**src/rtl/color_slot_store_pkg.sv**
```systemverilog
// +------------------------------------------------------------------+
// | color_store_pkg : shared op/status codes and FSM states           |
// | Rev 1.0                                                           |
// +------------------------------------------------------------------+
`default_nettype none

package color_store_pkg;

  typedef enum logic [1:0] {
    OP_STORE  = 2'b00,
    OP_FETCH  = 2'b01,
    OP_LOOKUP = 2'b10,
    OP_CLEAR  = 2'b11
  } op_e;

  typedef enum logic [2:0] {
    ST_OK    = 3'b000,
    ST_DUP   = 3'b001,
    ST_FULL  = 3'b010,
    ST_MISS  = 3'b011,
    ST_ERR   = 3'b100,
    ST_EVICT = 3'b101
  } status_e;

  localparam int COLOR_EMPTY = 0;
  localparam int RED         = 1;
  localparam int GREEN       = 2;
  localparam int BLUE        = 3;

  typedef enum logic [1:0] {
    S_IDLE   = 2'b00,
    S_SCAN   = 2'b01,
    S_COMMIT = 2'b10
  } state_e;

endpackage

`default_nettype wire

```
**src/rtl/color_slot_store_if.sv**
```systemverilog
// +------------------------------------------------------------------+
// | color_slot_store_if : command/response handshake bundle           |
// | Rev 1.0                                                           |
// +------------------------------------------------------------------+
`default_nettype none

interface color_slot_store_if #(
  parameter int COLOR_W = 2,
  parameter int SLOT_W  = 2
) ();

  logic               cmd_valid;
  logic               cmd_ready;
  logic [1:0]         cmd_op;
  logic [COLOR_W-1:0] cmd_color;
  logic               rsp_valid;
  logic [2:0]         rsp_status;
  logic [SLOT_W-1:0]  rsp_slot;

  modport master (
    output cmd_valid, cmd_op, cmd_color,
    input  cmd_ready, rsp_valid, rsp_status, rsp_slot
  );

  modport slave (
    input  cmd_valid, cmd_op, cmd_color,
    output cmd_ready, rsp_valid, rsp_status, rsp_slot
  );

endinterface

`default_nettype wire

```
**src/rtl/color_slot_store.sv**
```systemverilog
// +------------------------------------------------------------------+
// | color_slot_store : deduplicating colour-slot store, serial scan   |
// | Rev 1.0                                                           |
// +------------------------------------------------------------------+
`default_nettype none

module color_slot_store
  import color_store_pkg::*;
#(
  parameter  int NUM_SLOTS = 3,
  parameter  int COLOR_W   = 2,
  parameter  int EVICT_EN  = 0,
  localparam int SLOT_W    = (NUM_SLOTS > 2) ? $clog2(NUM_SLOTS) : 1,
  localparam int CNT_W     = $clog2(NUM_SLOTS + 1)
) (
  input  wire logic                         clk,
  input  wire logic                         rst_n,
  color_slot_store_if.slave                 bus,
  output logic [NUM_SLOTS*COLOR_W-1:0]      slots_flat,
  output logic [CNT_W-1:0]                  occupancy,
  output logic                              full,
  output logic                              empty
);

  localparam logic [SLOT_W-1:0] C_LAST = SLOT_W'(NUM_SLOTS - 1);

  state_e             r_state;
  logic [COLOR_W-1:0] r_slots [NUM_SLOTS];
  op_e                r_op;
  logic [COLOR_W-1:0] r_color;
  logic [SLOT_W-1:0]  r_idx, r_match_idx, r_empty_idx, r_ptr;
  logic               r_match_hit, r_empty_hit;
  logic               r_wr_en, r_clr_en, r_ptr_inc;
  logic [COLOR_W-1:0] r_wr_val;
  logic [CNT_W-1:0]   r_occ_next;

  logic [COLOR_W-1:0] w_cur;
  logic               w_match, w_empt;
  logic [SLOT_W-1:0]  w_midx, w_eidx;
  status_e            w_status;
  logic [SLOT_W-1:0]  w_slot;
  logic               w_wr, w_inc;
  logic [COLOR_W-1:0] w_val;
  logic [CNT_W-1:0]   w_occ;

  always_comb begin
    w_cur = '0;
    for (int i = 0; i < NUM_SLOTS; i++)
      if (r_idx == SLOT_W'(i)) w_cur = r_slots[i];
  end

  // Fold the slot under the scan index into the captured results so the
  // final decision can be made on the last scan cycle.
  assign w_match = r_match_hit | (w_cur == r_color);
  assign w_midx  = r_match_hit ? r_match_idx : r_idx;
  assign w_empt  = r_empty_hit | (w_cur == '0);
  assign w_eidx  = r_empty_hit ? r_empty_idx : r_idx;

  always_comb begin
    w_status = ST_MISS;
    w_slot   = '0;
    w_wr     = 1'b0;
    w_inc    = 1'b0;
    w_val    = r_color;
    w_occ    = occupancy;
    case (r_op)
      OP_STORE: begin
        if (w_match) begin
          w_status = ST_DUP;
          w_slot   = w_midx;
        end else if (w_empt) begin
          w_status = ST_OK;
          w_slot   = w_eidx;
          w_wr     = 1'b1;
          w_occ    = occupancy + CNT_W'(1);
        end else if (EVICT_EN != 0) begin
          w_status = ST_EVICT;
          w_slot   = r_ptr;
          w_wr     = 1'b1;
          w_inc    = 1'b1;
        end else begin
          w_status = ST_FULL;
        end
      end
      OP_FETCH: begin
        if (w_match) begin
          w_status = ST_OK;
          w_slot   = w_midx;
          w_wr     = 1'b1;
          w_val    = '0;
          w_occ    = occupancy - CNT_W'(1);
        end
      end
      OP_LOOKUP: begin
        if (w_match) begin
          w_status = ST_OK;
          w_slot   = w_midx;
        end
      end
      default: ;
    endcase
  end

  always_ff @(posedge clk or negedge rst_n) begin
    if (!rst_n) begin
      r_state        <= S_IDLE;
      for (int i = 0; i < NUM_SLOTS; i++) r_slots[i] <= '0;
      r_op           <= OP_STORE;
      r_color        <= '0;
      r_idx          <= '0;
      r_match_idx    <= '0;
      r_empty_idx    <= '0;
      r_ptr          <= '0;
      r_match_hit    <= 1'b0;
      r_empty_hit    <= 1'b0;
      r_wr_en        <= 1'b0;
      r_clr_en       <= 1'b0;
      r_ptr_inc      <= 1'b0;
      r_wr_val       <= '0;
      r_occ_next     <= '0;
      occupancy      <= '0;
      full           <= 1'b0;
      empty          <= 1'b1;
      bus.cmd_ready  <= 1'b1;
      bus.rsp_valid  <= 1'b0;
      bus.rsp_status <= 3'b000;
      bus.rsp_slot   <= '0;
    end else begin
      case (r_state)
        S_IDLE: begin
          if (bus.cmd_valid && bus.cmd_ready) begin
            r_op          <= op_e'(bus.cmd_op);
            r_color       <= bus.cmd_color;
            bus.cmd_ready <= 1'b0;
            r_wr_en       <= 1'b0;
            r_ptr_inc     <= 1'b0;
            r_clr_en      <= (op_e'(bus.cmd_op) == OP_CLEAR);
            r_idx         <= '0;
            r_match_hit   <= 1'b0;
            r_empty_hit   <= 1'b0;
            if (op_e'(bus.cmd_op) == OP_CLEAR) begin
              r_state        <= S_COMMIT;
              bus.rsp_valid  <= 1'b1;
              bus.rsp_status <= ST_OK;
              bus.rsp_slot   <= '0;
            end else if (bus.cmd_color == '0) begin
              r_state        <= S_COMMIT;
              bus.rsp_valid  <= 1'b1;
              bus.rsp_status <= ST_ERR;
              bus.rsp_slot   <= '0;
            end else begin
              r_state <= S_SCAN;
            end
          end
        end
        S_SCAN: begin
          if (r_idx == C_LAST) begin
            r_state        <= S_COMMIT;
            bus.rsp_valid  <= 1'b1;
            bus.rsp_status <= w_status;
            bus.rsp_slot   <= w_slot;
            r_wr_en        <= w_wr;
            r_wr_val       <= w_val;
            r_ptr_inc      <= w_inc;
            r_occ_next     <= w_occ;
          end else begin
            r_idx       <= r_idx + SLOT_W'(1);
            r_match_hit <= w_match;
            r_match_idx <= w_midx;
            r_empty_hit <= w_empt;
            r_empty_idx <= w_eidx;
          end
        end
        S_COMMIT: begin
          r_state       <= S_IDLE;
          bus.rsp_valid <= 1'b0;
          bus.cmd_ready <= 1'b1;
          if (r_clr_en) begin
            for (int i = 0; i < NUM_SLOTS; i++) r_slots[i] <= '0;
            r_ptr     <= '0;
            occupancy <= '0;
            full      <= 1'b0;
            empty     <= 1'b1;
          end else if (r_wr_en) begin
            for (int i = 0; i < NUM_SLOTS; i++)
              if (bus.rsp_slot == SLOT_W'(i)) r_slots[i] <= r_wr_val;
            occupancy <= r_occ_next;
            full      <= (r_occ_next == CNT_W'(NUM_SLOTS));
            empty     <= (r_occ_next == '0);
          end
          if (r_ptr_inc)
            r_ptr <= (r_ptr == C_LAST) ? '0 : r_ptr + SLOT_W'(1);
          r_wr_en   <= 1'b0;
          r_clr_en  <= 1'b0;
          r_ptr_inc <= 1'b0;
        end
        default: r_state <= S_IDLE;
      endcase
    end
  end

  for (genvar gi = 0; gi < NUM_SLOTS; gi++) begin : g_flat
    assign slots_flat[gi*COLOR_W +: COLOR_W] = r_slots[gi];
  end

endmodule

`default_nettype wire
```
**src/flat_wrapper.sv**
```systemverilog
// flat-port wrapper written by rule: the top's interface ports become plain ports
module color_slot_store_flat import color_store_pkg::*;
#(
  parameter  int NUM_SLOTS = 3,
  parameter  int COLOR_W   = 2,
  parameter  int EVICT_EN  = 0,
  localparam int SLOT_W    = (NUM_SLOTS > 2) ? $clog2(NUM_SLOTS) : 1,
  localparam int CNT_W     = $clog2(NUM_SLOTS + 1)
)
  (clk, rst_n, slots_flat, occupancy, full, empty, bus_cmd_valid, bus_cmd_op, bus_cmd_color, bus_cmd_ready, bus_rsp_valid, bus_rsp_status, bus_rsp_slot);
  color_slot_store_if #(.COLOR_W(COLOR_W)) bus_i ();
  input  wire logic clk;
  input  wire logic rst_n;
  output logic [NUM_SLOTS*COLOR_W-1:0] slots_flat;
  output logic [CNT_W-1:0] occupancy;
  output logic full;
  output logic empty;
  input wire logic [$bits(bus_i.cmd_valid)-1:0] bus_cmd_valid;
  input wire logic [$bits(bus_i.cmd_op)-1:0] bus_cmd_op;
  input wire logic [$bits(bus_i.cmd_color)-1:0] bus_cmd_color;
  output wire logic [$bits(bus_i.cmd_ready)-1:0] bus_cmd_ready;
  output wire logic [$bits(bus_i.rsp_valid)-1:0] bus_rsp_valid;
  output wire logic [$bits(bus_i.rsp_status)-1:0] bus_rsp_status;
  output wire logic [$bits(bus_i.rsp_slot)-1:0] bus_rsp_slot;
  assign bus_i.cmd_valid = bus_cmd_valid;
  assign bus_i.cmd_op = bus_cmd_op;
  assign bus_i.cmd_color = bus_cmd_color;
  assign bus_cmd_ready = bus_i.cmd_ready;
  assign bus_rsp_valid = bus_i.rsp_valid;
  assign bus_rsp_status = bus_i.rsp_status;
  assign bus_rsp_slot = bus_i.rsp_slot;
  color_slot_store #(.NUM_SLOTS(NUM_SLOTS), .COLOR_W(COLOR_W), .EVICT_EN(EVICT_EN)) u_core (.clk(clk), .rst_n(rst_n), .bus(bus_i), .slots_flat(slots_flat), .occupancy(occupancy), .full(full), .empty(empty));
endmodule
```
**config.mk**
```make
export PLATFORM = sky130hd
export DESIGN_NAME = color_slot_store_flat
export DESIGN_NICKNAME = d
export VERILOG_FILES = /design/src/rtl/color_slot_store_pkg.sv /design/src/rtl/color_slot_store_if.sv /design/src/rtl/color_slot_store.sv /design/src/flat_wrapper.sv
export SDC_FILE = /design/constraint.sdc
export NUM_CORES = 1
export LEC_CHECK = 0
export ABC_AREA = 0
export ABC_CLOCK_PERIOD_IN_PS = 2700
export CAP_MARGIN = 20
export CORE_ASPECT_RATIO = 1.2
export CORE_MARGIN = 1
export CORE_UTILIZATION = 38
export DETAILED_ROUTE_END_ITERATION = 6
export PLACE_DENSITY_LB_ADDON = 0.05
export SLEW_MARGIN = 20
export SYNTH_ARGS = -nofsm -noshare
export SYNTH_HDL_FRONTEND = slang
export SYNTH_SLANG_ARGS = --single-unit
```
**constraint.sdc**
```tcl
create_clock -name clk -period 2.7 [get_ports clk]
set_input_delay 0.27 -clock clk [delete_from_list [all_inputs] [get_ports clk]]
set_output_delay 0.27 -clock clk [all_outputs]
set_load 0.02 [all_outputs]
```
# Yosys cells after proc, flatten, opt, wreduce, memory -nomap -nowiden
# Cells that the tools add are included.
dict set report totals {
  elab_cells 139
  output_inout_bits 17
  in_bits 7
  reg_bits 37
}
dict set report op_classes {
  n_mux 67
  reduce_logical 29
  n_addsub 3
  eq_ne 15
  bitwise_logic 3
}
# op n
set ops {}
lappend ops {{2-bit two-way mux} 30}
lappend ops {{2-bit case mux with 2 select lines} 5}
lappend ops {{1-bit two-way mux} 16}
lappend ops {{3-bit two-way mux} 5}
lappend ops {{3-bit AND reduction} 5}
lappend ops {{2-bit zero test} 7}
lappend ops {{2-bit equality test, second input constant} 6}
lappend ops {{6-bit two-way mux} 2}
lappend ops {{3-bit case mux with 2 select lines} 2}
lappend ops {{2-bit AND reduction} 6}
lappend ops {{2-bit nonzero test} 6}
lappend ops {{1-bit case mux with 2 select lines} 5}
lappend ops {{2-bit by 1-bit equality test with 1-bit output, second input constant} 4}
lappend ops {{4-bit AND reduction} 2}
lappend ops {{1-bit case mux with 3 select lines} 2}
lappend ops {{2-bit by 1-bit adder with 2-bit output, second input constant} 2}
lappend ops {{2-bit by 1-bit inequality test with 1-bit output, second input constant} 2}
lappend ops {{3-bit by 1-bit inequality test with 1-bit output, second input constant} 1}
lappend ops {{3-bit nonzero test} 1}
lappend ops {{2-bit equality test} 1}
lappend ops {{2-bit inequality test, second input constant} 1}
lappend ops {{1-bit bitwise OR} 2}
lappend ops {{2-bit OR reduction} 1}
lappend ops {{2-bit by 1-bit subtractor with 2-bit output, second input constant} 1}
lappend ops {{2 further kinds} 2}

# Longest topological paths before layout
# Gate-level depths: netlist (run 1).
dict set report depth {
  ltp_word 11
  depth_mapped 9
  mapped_depth_nobuf 8
}

# Least setup slack after synthesis (run 1)
# OpenSTA, ideal clock, no wires.
dict set report synth_timing {
  kind {register -> register}
  start {register u_core.r_idx[0]}
  end {register u_core.r_occ_next[0]}
  arrival_time_ps 2136
  setup_ps 131
  n_path_buf 1
  slack_ps 433
  required_time_ps 2569
  path_stages_with_launch 10
  cell_sequence {dfrtp_1 inv_1 ha_1 buf_4 and3b_1 a31o_1 o41ai_4 nand2_1 nor3_1 o41ai_2}
}
dict set report synth_between {
  elab_chain_cells 9
  word_cells_on_any_way 15
}
# item line_no
set synth_rtl {}
lappend synth_rtl {{start, declared} color_slot_store.sv:31} ;# logic [SLOT_W-1:0] r_idx, r_match_idx, r_empty_idx, r_ptr;
lappend synth_rtl {{start signal, assigned} color_slot_store.sv:167} ;# r_idx <= r_idx + SLOT_W'(1);
lappend synth_rtl {{2-bit zero test} color_slot_store.sv:49} ;# if (r_idx == SLOT_W'(i)) w_cur = r_slots[i];
lappend synth_rtl {{2-bit two-way mux (3 in series)} color_slot_store.sv:49}
lappend synth_rtl {{2-bit zero test} color_slot_store.sv:56} ;# assign w_empt = r_empty_hit | (w_cur == '0);
lappend synth_rtl {{1-bit bitwise OR} color_slot_store.sv:56}
lappend synth_rtl {{2-bit two-way mux} color_slot_store.sv:71} ;# end else if (w_empt) begin
lappend synth_rtl {{2-bit two-way mux} color_slot_store.sv:68} ;# if (w_match) begin
lappend synth_rtl {{2-bit case mux with 2 select lines} color_slot_store.sv:66} ;# case (r_op)
lappend synth_rtl {{end signal, assigned} color_slot_store.sv:165} ;# r_occ_next <= w_occ;
lappend synth_rtl {{end, declared} color_slot_store.sv:35} ;# logic [CNT_W-1:0] r_occ_next;
# Several ways; a longest one is shown, not always the timed one.
# A chain may end at the register's enable or synchronous reset.

# Worst setup path after layout (run 1)
dict set report layout_timing {
  start {register u_core.r_idx[0]}
  end {register u_core.bus.rsp_status[0]}
}
dict set report layout_between {
  elab_chain_cells 10
  word_cells_on_any_way 15
}
# item line_no
set layout_rtl {}
lappend layout_rtl {{2-bit zero test} color_slot_store.sv:49}
lappend layout_rtl {{2-bit two-way mux (3 in series)} color_slot_store.sv:49}
lappend layout_rtl {{2-bit equality test} color_slot_store.sv:54} ;# assign w_match = r_match_hit | (w_cur == r_color);
lappend layout_rtl {{1-bit bitwise OR} color_slot_store.sv:54}
lappend layout_rtl {{2-bit two-way mux or 3-bit two-way mux (tied branches)} {color_slot_store.sv:86, color_slot_store.sv:95, color_slot_store.sv:68}}
lappend layout_rtl {{3-bit case mux with 2 select lines} color_slot_store.sv:66}
lappend layout_rtl {{3-bit two-way mux} color_slot_store.sv:157} ;# if (r_idx == C_LAST) begin
lappend layout_rtl {{3-bit case mux with 2 select lines} color_slot_store.sv:129} ;# case (r_state)
lappend layout_rtl {{end signal, assigned} color_slot_store.sv:160} ;# bus.rsp_status <= w_status;
lappend layout_rtl {{end, declared} color_slot_store_if.sv:27} ;# output cmd_ready, rsp_valid, rsp_status, rsp_slot
# Several ways; a longest one is shown, not always the timed one. The select of a mux whose other input is x is not followed.

==> flow_summary.json, run 1 <==
{
  "run_status": "complete, but fails checks",
  "violations": "DRC",
  "ys_top_cells_by_area": "dfrtp_1 (41%), nand2_1 (6.6%), o21ai_0 (6.0%)",
  "synthCells": 235,
  "io_buffers": 23,
  "cap_violations": 0,
  "skew_ns": 0.00860,
  "fin_crit_ns": 2.47,
  "p_per_area_nw_per_um2": 1120,
  "setup_viol_count_final": 0,
  "grt_usage": 0.195,
  "clock_latency_ns": 0.29,
  "min_period_over_period": 0.914,
  "synth-seq-cells": 37,
  "clkTransAtPathRegs_ns": 0.08,
  "num-nets-final": 278,
  "die_h_um": 84.5,
  "route.detailed.drc": 5,
  "synth-edff-count": 0,
  "cp-end-kind": "flip-flop",
  "die-area_um2": 5980,
  "fillCellCount": 535,
  "arrival_ns": 2.70,
  "fp-row-count": 29,
  "cts_hold_buf": 0,
  "worst-setup-path-type": "reg2reg",
  "timing.rr.end": "u_core.bus.rsp_status[0]",
  "crit_end": "u_core.bus.rsp_status[0]",
  "cpMaxStageDelayCell": "dfrtp_1",
  "htree_levels": 2,
  "post_drt_via_cell_ratio": 5.40,
  "grt_overflow_total": 0,
  "place_hpwl_um": 3970,
  "die_w_um": 70.7,
  "cts_root_buf": "clkbuf_8",
  "yosys.area.top_type": "dfrtp_1",
  "drt_iter0_markers": 72,
  "start_util": 0.401,
  "crit_chain": "inv_1 -> ha_1 -> nor2b_1 -> a211oi_1 -> o41ai_4 -> buf_4 -> mux2i_1 -> o21ai_0 -> nand2_1",
  "grt_max_degree": 38,
  "worst_slew_pin_slew_ns": 0.831,
  "hp-class": "in2async",
  "vias": 1771,
  "p_int_uw": 1630,
  "maxSlewViolCount": 0,
  "crit_fanout": 9,
  "yosysWarningCount": 0,
  "tns_ns": 0,
  "relSlewSlack": 0.446,
  "rsz0062_at_grt": "no",
  "antenna_left": 0,
  "worst_ir_drop_vdd_mv": 0.570,
  "ios": 24,
  "cts_tree": "done",
  "critPathLaunchType": "flip-flop",
  "p_switching_uw": 1260,
  "report.final.hold_viol_count": 0,
  "max_clock_freq_mhz": 405,
  "slowest_delay_ns": 0.46,
  "drive_gt1_frac": 0.109,
  "ys_async_sr_fraction": 1.00,
  "pwr-share-seq": 0.347,
  "syn-num-nets": 248,
  "syn_avg_cell_area_um2": 9.17,
  "cts_setup_buffers": 0,
  "cts_buffer_depth": 2,
  "ys_dominant_reg_cell": "dfrtp_1",
  "synth_area_um2": 2150,
  "core_um2": 5370,
  "synth_top_cell_area_share": 0.407,
  "cp-startpoint": "u_core.r_idx[0]",
  "synth_seq_area_share": 0.431,
  "ys_types": 47,
  "reg2regPathDepth": 9,
  "cts-buffers-inserted": 5,
  "grt_pass1_vias": 1848,
  "swShare": 0.436,
  "drt_wl_total_um": 5320,
  "required_ns": 2.93,
  "whs_ns": 0.0784,
  "wire_per_inst_um": 16.2,
  "antenna_found_initial": 0,
  "r2r_setup_slack_ns": 0.23,
  "cts_sinks": 37,
  "power.share.clock": 0.149,
  "leakage_uw": 0.00120,
  "first_pass_iters": 6,
  "gp_congestion": 0.895,
  "comb_power_share": 0.504,
  "r2r_start": "u_core.r_idx[0]",
  "syn2layout_area_growth_pct": 19.7,
  "n_antenna_cell": 0,
  "grt_pass1_wl_um": 9060
}
[sequential cells by signal, summed over array words and instances (netlist names)]
name / cells
u_core.slots_flat: 6
u_core.bus.rsp_status: 3
u_core.bus.rsp_slot: 2
u_core.occupancy: 2
u_core.r_color: 2
u_core.r_empty_idx: 2
u_core.r_idx: 2
u_core.r_match_idx: 2
u_core.r_occ_next: 2
u_core.r_op: 2
u_core.r_state: 2
u_core.r_wr_val: 2
u_core.bus.cmd_ready: 1
u_core.bus.rsp_valid: 1
u_core.empty: 1
u_core.full: 1
u_core.r_clr_en: 1
u_core.r_empty_hit: 1
u_core.r_match_hit: 1
u_core.r_wr_en: 1
[power groups by stage]
stage | logic, uW | registers, uW | clock network [uW]
finish | 1460 | 1010 | 430
global route | 1620 | 1040 | 465
CTS | 1470 | 1010 | 450
detailed placement | 1460 | 1020 | 0
global placement | 1460 | 1010 | 0
floorplan | 1020 | 987 | 0
[worst max-delay path: cells and delay by family, from the launching register on]
kind            cells  cell delay, ns
compound gates      3            0.65
simple gates        2            0.37
fa+ha+maj           1            0.38
flops               1            0.46
buf+inv             2            0.34
mux                 1            0.20
[stage by stage]
| stage | power [uW] | utilization | worst slack (ns) | cell area (um^2) | cells |
|---|---|---|---|---|---|
| floorplan | 2000 | - | 0.433 | 2150 | 235 |
| global placement | 2470 | 0.461 | 0.229 | 2470 | 320 |
| detailed placement | 2480 | 0.461 | 0.245 | 2470 | 320 |
| CTS | 2930 | 0.479 | 0.197 | 2570 | 328 |
| global route | 3130 | 0.480 | 0.00814 | 2580 | 328 |
| finish | 2900 | 0.480 | 0.233 | 2580 | 328 |
[cell type report]
type	instances	area [um^2]	area share
multi-input cells	175	1140	0.441
clock buffers	7	96.3	0.0374
repair buffers	29	270	0.105
flip-flops and latches	37	928	0.360
inverters	17	63.8	0.0247
clock inverters	1	5.00	0.00194
well taps	62	77.6	0.0301
[per-layer routing]
layer / wire length (um) / GRT usage / vias up / part of all wire
met4: 132 / 0.0800 / 0 / 0.025
met3: 144 / 0.0300 / 10 / 0.027
li1: - / - / 893 / -
met5: 0 / 0 / - / 0
met1: 2410 / 0.235 / 837 / 0.45
met2: 2640 / 0.344 / 31 / 0.50
[worst min-delay path by stage]
| stage | endpoint | start | slack, ns | depth (start not counted) |
|---|---|---|---|---|
| floorplan | u_core.bus.rsp_slot[0] | rst_n | -0.03 | 0 |
| global placement | u_core.slots_flat[0] | rst_n | 0.43 | 1 |
| detailed placement | u_core.slots_flat[1] | rst_n | 0.43 | 1 |
| CTS | u_core.bus.rsp_status[1] | rst_n | 0.11 | 1 |
| global route | u_core.bus.rsp_status[1] | rst_n | 0.16 | 1 |
| finish | u_core.bus.rsp_status[1] | rst_n | 0.08 | 1 |
[cell usage after synthesis (2+ instances only)]
cell,instances
nand2_1,38
dfrtp_1,35
o21ai_0,26
inv_1,17
nor2_1,13
a21oi_1,10
mux2i_1,10
ha_1,6
mux2_2,6
nand2b_1,6
nor2b_1,6
o211ai_1,6
nor3_1,5
o31ai_1,4
a211o_1,3
a211oi_1,3
a31oi_1,3
clkbuf_1,3
a22o_1,2
a31o_1,2
and3b_1,2
buf_2,2
dfstp_2,2
nand3_1,2
[repair_timing]
| action | CTS | global route |
|---|---|---|
| endpoints found under the hold margin | 0 | 0 |
| endpoints found under the setup margin | 0 | 1 |
| gates resized for setup | 0 | 1 |
[logic make-up after synthesis]
| group | synth area share |
|---|---|
| and+or+nand+nor | 0.181 |
| AOI/OAI and AO/OA | 0.233 |
| muxes | 0.0778 |
| buffers and inverters | 0.0430 |
| adders and majority gates | 0.0348 |
| DFF | 0.431 |
[placed cells by master, fill, tap and decap left out, types with 2 or more instances in the layout]
| cell | instances |
|---|---|
| a211o_1 | 3 |
| nor2b_1 | 6 |
| buf_4 | 6 |
| nand2b_1 | 6 |
| and3b_1 | 2 |
| inv_1 | 17 |
| clkbuf_8 | 7 |
| nand2_1 | 38 |
| dfstp_2 | 2 |
| dfrtp_1 | 35 |
| ha_1 | 6 |
| o31ai_1 | 4 |
| mux2_2 | 6 |
| a21oi_2 | 2 |
| a21oi_1 | 9 |
| nor2_1 | 13 |
| mux2i_1 | 10 |
| nand3_1 | 2 |
| o21ai_0 | 26 |
| a22o_1 | 2 |
| clkdlybuf4s50_1 | 22 |
| a211oi_1 | 3 |
| nor3_1 | 5 |
| a31o_1 | 2 |
| a31oi_1 | 3 |
| o211ai_1 | 6 |
No activity file was read; power rests on OpenSTA's default activity.
==> run 2, diff against run 1 <==
- CORE_UTILIZATION: 38 -> 56
- CTS_CLUSTER_SIZE: unset -> 25
==> run 2 against run 1 <==
  * The flow now finishes without violations
  * Clock-buffer cell count rose by 1
  * First-iteration DRC count is 46% higher
  * Sequential power barely moved
  * Routed wire length down 3.0%
  * Die area decreased by 31%
  * Critical path type unchanged
  * Largest cell class unchanged
==> flow_summary.json, run 2 (same netlist as run 1, synthesis figures left out) <==
{
  "grt_pass1_wl_um": 8610,
  "post_drt_via_cell_ratio": 5.86,
  "pre_cts_ws_ns": 0.294,
  "cts_buffer_depth": 2,
  "leakage_uw": 0.00118,
  "ios": 24,
  "max_clock_freq_mhz": 409,
  "antenna_left": 0,
  "num-nets-final": 278,
  "largest_register_ff_count": 6,
  "drt_iter0_markers": 105,
  "p_per_area_nw_per_um2": 1120,
  "maxSlewViolCount": 0,
  "run_status": "complete, no violations",
  "n_antenna_cell": 0,
  "cap_violations": 0,
  "io_buffers": 23,
  "r2r_setup_slack_ns": 0.25,
  "grt_overflow_total": 0,
  "mostFrequentLayoutCells": "nand2_1 (38), dfrtp_1 (35), o21ai_0 (26)",
  "report.final.hold_viol_count": 0,
  "cp-end-kind": "flip-flop",
  "final_core_util": 0.694,
  "arrival_ns": 2.68,
  "final_cells": 318,
  "rsz0062_at_grt": "no",
  "crit_fanout": 9,
  "cts-buffers-inserted": 5,
  "grt_max_degree": 38,
  "cts_hold_buf": 0,
  "drive_gt1_frac": 0.0940,
  "fin_area_um2": 2540,
  "worst_ir_drop_vdd_mv": 0.623,
  "die_h_um": 70.0,
  "fillCellCount": 312,
  "relSlewSlack": 0.459,
  "vias": 1864,
  "worst_slew_pin_slew_ns": 0.812,
  "antenna_found_initial": 0,
  "route.detailed.drc": 0,
  "grt_pass1_vias": 1829,
  "cts_sinks": 37,
  "dp.cells": 310,
  "core_um2": 3660,
  "start_util": 0.588,
  "setup_viol_count_final": 0,
  "place_area_um2": 2460,
  "cts_root_buf": "clkbuf_8",
  "die-area_um2": 4100,
  "fp-row-count": 24,
  "wire_per_inst_um": 16.2,
  "die_w_um": 58.6,
  "critPathLaunchType": "flip-flop",
  "setup_slack_ns": 0.255,
  "gp_congestion": 0.934,
  "skew_ns": 0.00931,
  "cts_resized": 0,
  "tns_ns": 0,
  "multi_input_area_um2": 1130,
  "drt_wl_total_um": 5170,
  "fin_crit_ns": 2.45,
  "required_ns": 2.93,
  "syn2layout_area_growth_pct": 17.9,
  "clock_latency_ns": 0.29,
  "final_common_cell": "nand2_1",
  "htree_levels": 2,
  "min_period_over_period": 0.906,
  "cts_tree": "done",
  "seq_area_um2": 928,
  "worst-setup-path-type": "reg2reg",
  "clkTransAtPathRegs_ns": 0.07,
  "cts_setup_buffers": 0,
  "hp-class": "in2async",
  "first_pass_iters": 4,
  "place_hpwl_um": 3870,
  "grt_usage": 0.280
}
## run 2: path summary, 6_finish.rpt
| path | end | startpoint | cells past startpoint |
|---|---|---|---|
| setup reg to reg | u_core.bus.rsp_slot[0] | u_core.r_idx[0] | 9 |
| hold / removal | u_core.r_wr_val[1] | rst_n | 1 |
| hold reg to reg | u_core.empty | u_core.empty | 2 |
| min in group clk | u_core.empty | u_core.empty | 2 |
| max in group asynchronous | u_core.r_match_idx[0] | rst_n | 1 |
| setup / recovery | u_core.bus.rsp_slot[0] | u_core.r_idx[0] | 9 |
## run 2: cell type report
cell class / count / area share
clock buffer: 8 / 0.0315
inverter: 17 / 0.0251
multi-input combinational: 175 / 0.446
sequential: 37 / 0.365
tap: 52 / 0.0256
timing repair buffer: 29 / 0.106
## run 2: per-layer routing
layer | routed length, um | vias up | global-route usage
met5 | 0 | - | 0
met4 | 121 | 0 | 0.122
met3 | 224 | 13 | 0.0519
met2 | 2700 | 55 | 0.473
met1 | 2120 | 898 | 0.341
li1 | - | 898 | -
## run 2: report_power, final
| group | internal [uW] | total [uW] | switching, uW |
|---|---|---|---|
| Clock | 183 | 370 | 187 |
| Combinational | 641 | 1480 | 840 |
| Sequential | 761 | 1010 | 244 |
## run 2: critical path, cell delays in order (launching register included)
cell	delay (ns)
dfrtp_1	0.45
inv_1	0.12
ha_1	0.34
nor2b_1	0.32
a211oi_1	0.14
o41ai_4	0.42
buf_4	0.22
o211ai_1	0.11
o31ai_1	0.11
a22o_1	0.17
## run 2: metrics by stage
step / hold slack (ns) / power [uW]
after floorplan: -0.0256 / 2000
after global placement: 0.402 / 2430
after detailed placement: 0.412 / 2470
after CTS: 0.0969 / 2850
after global routing: 0.135 / 3080
final: 0.0648 / 2860
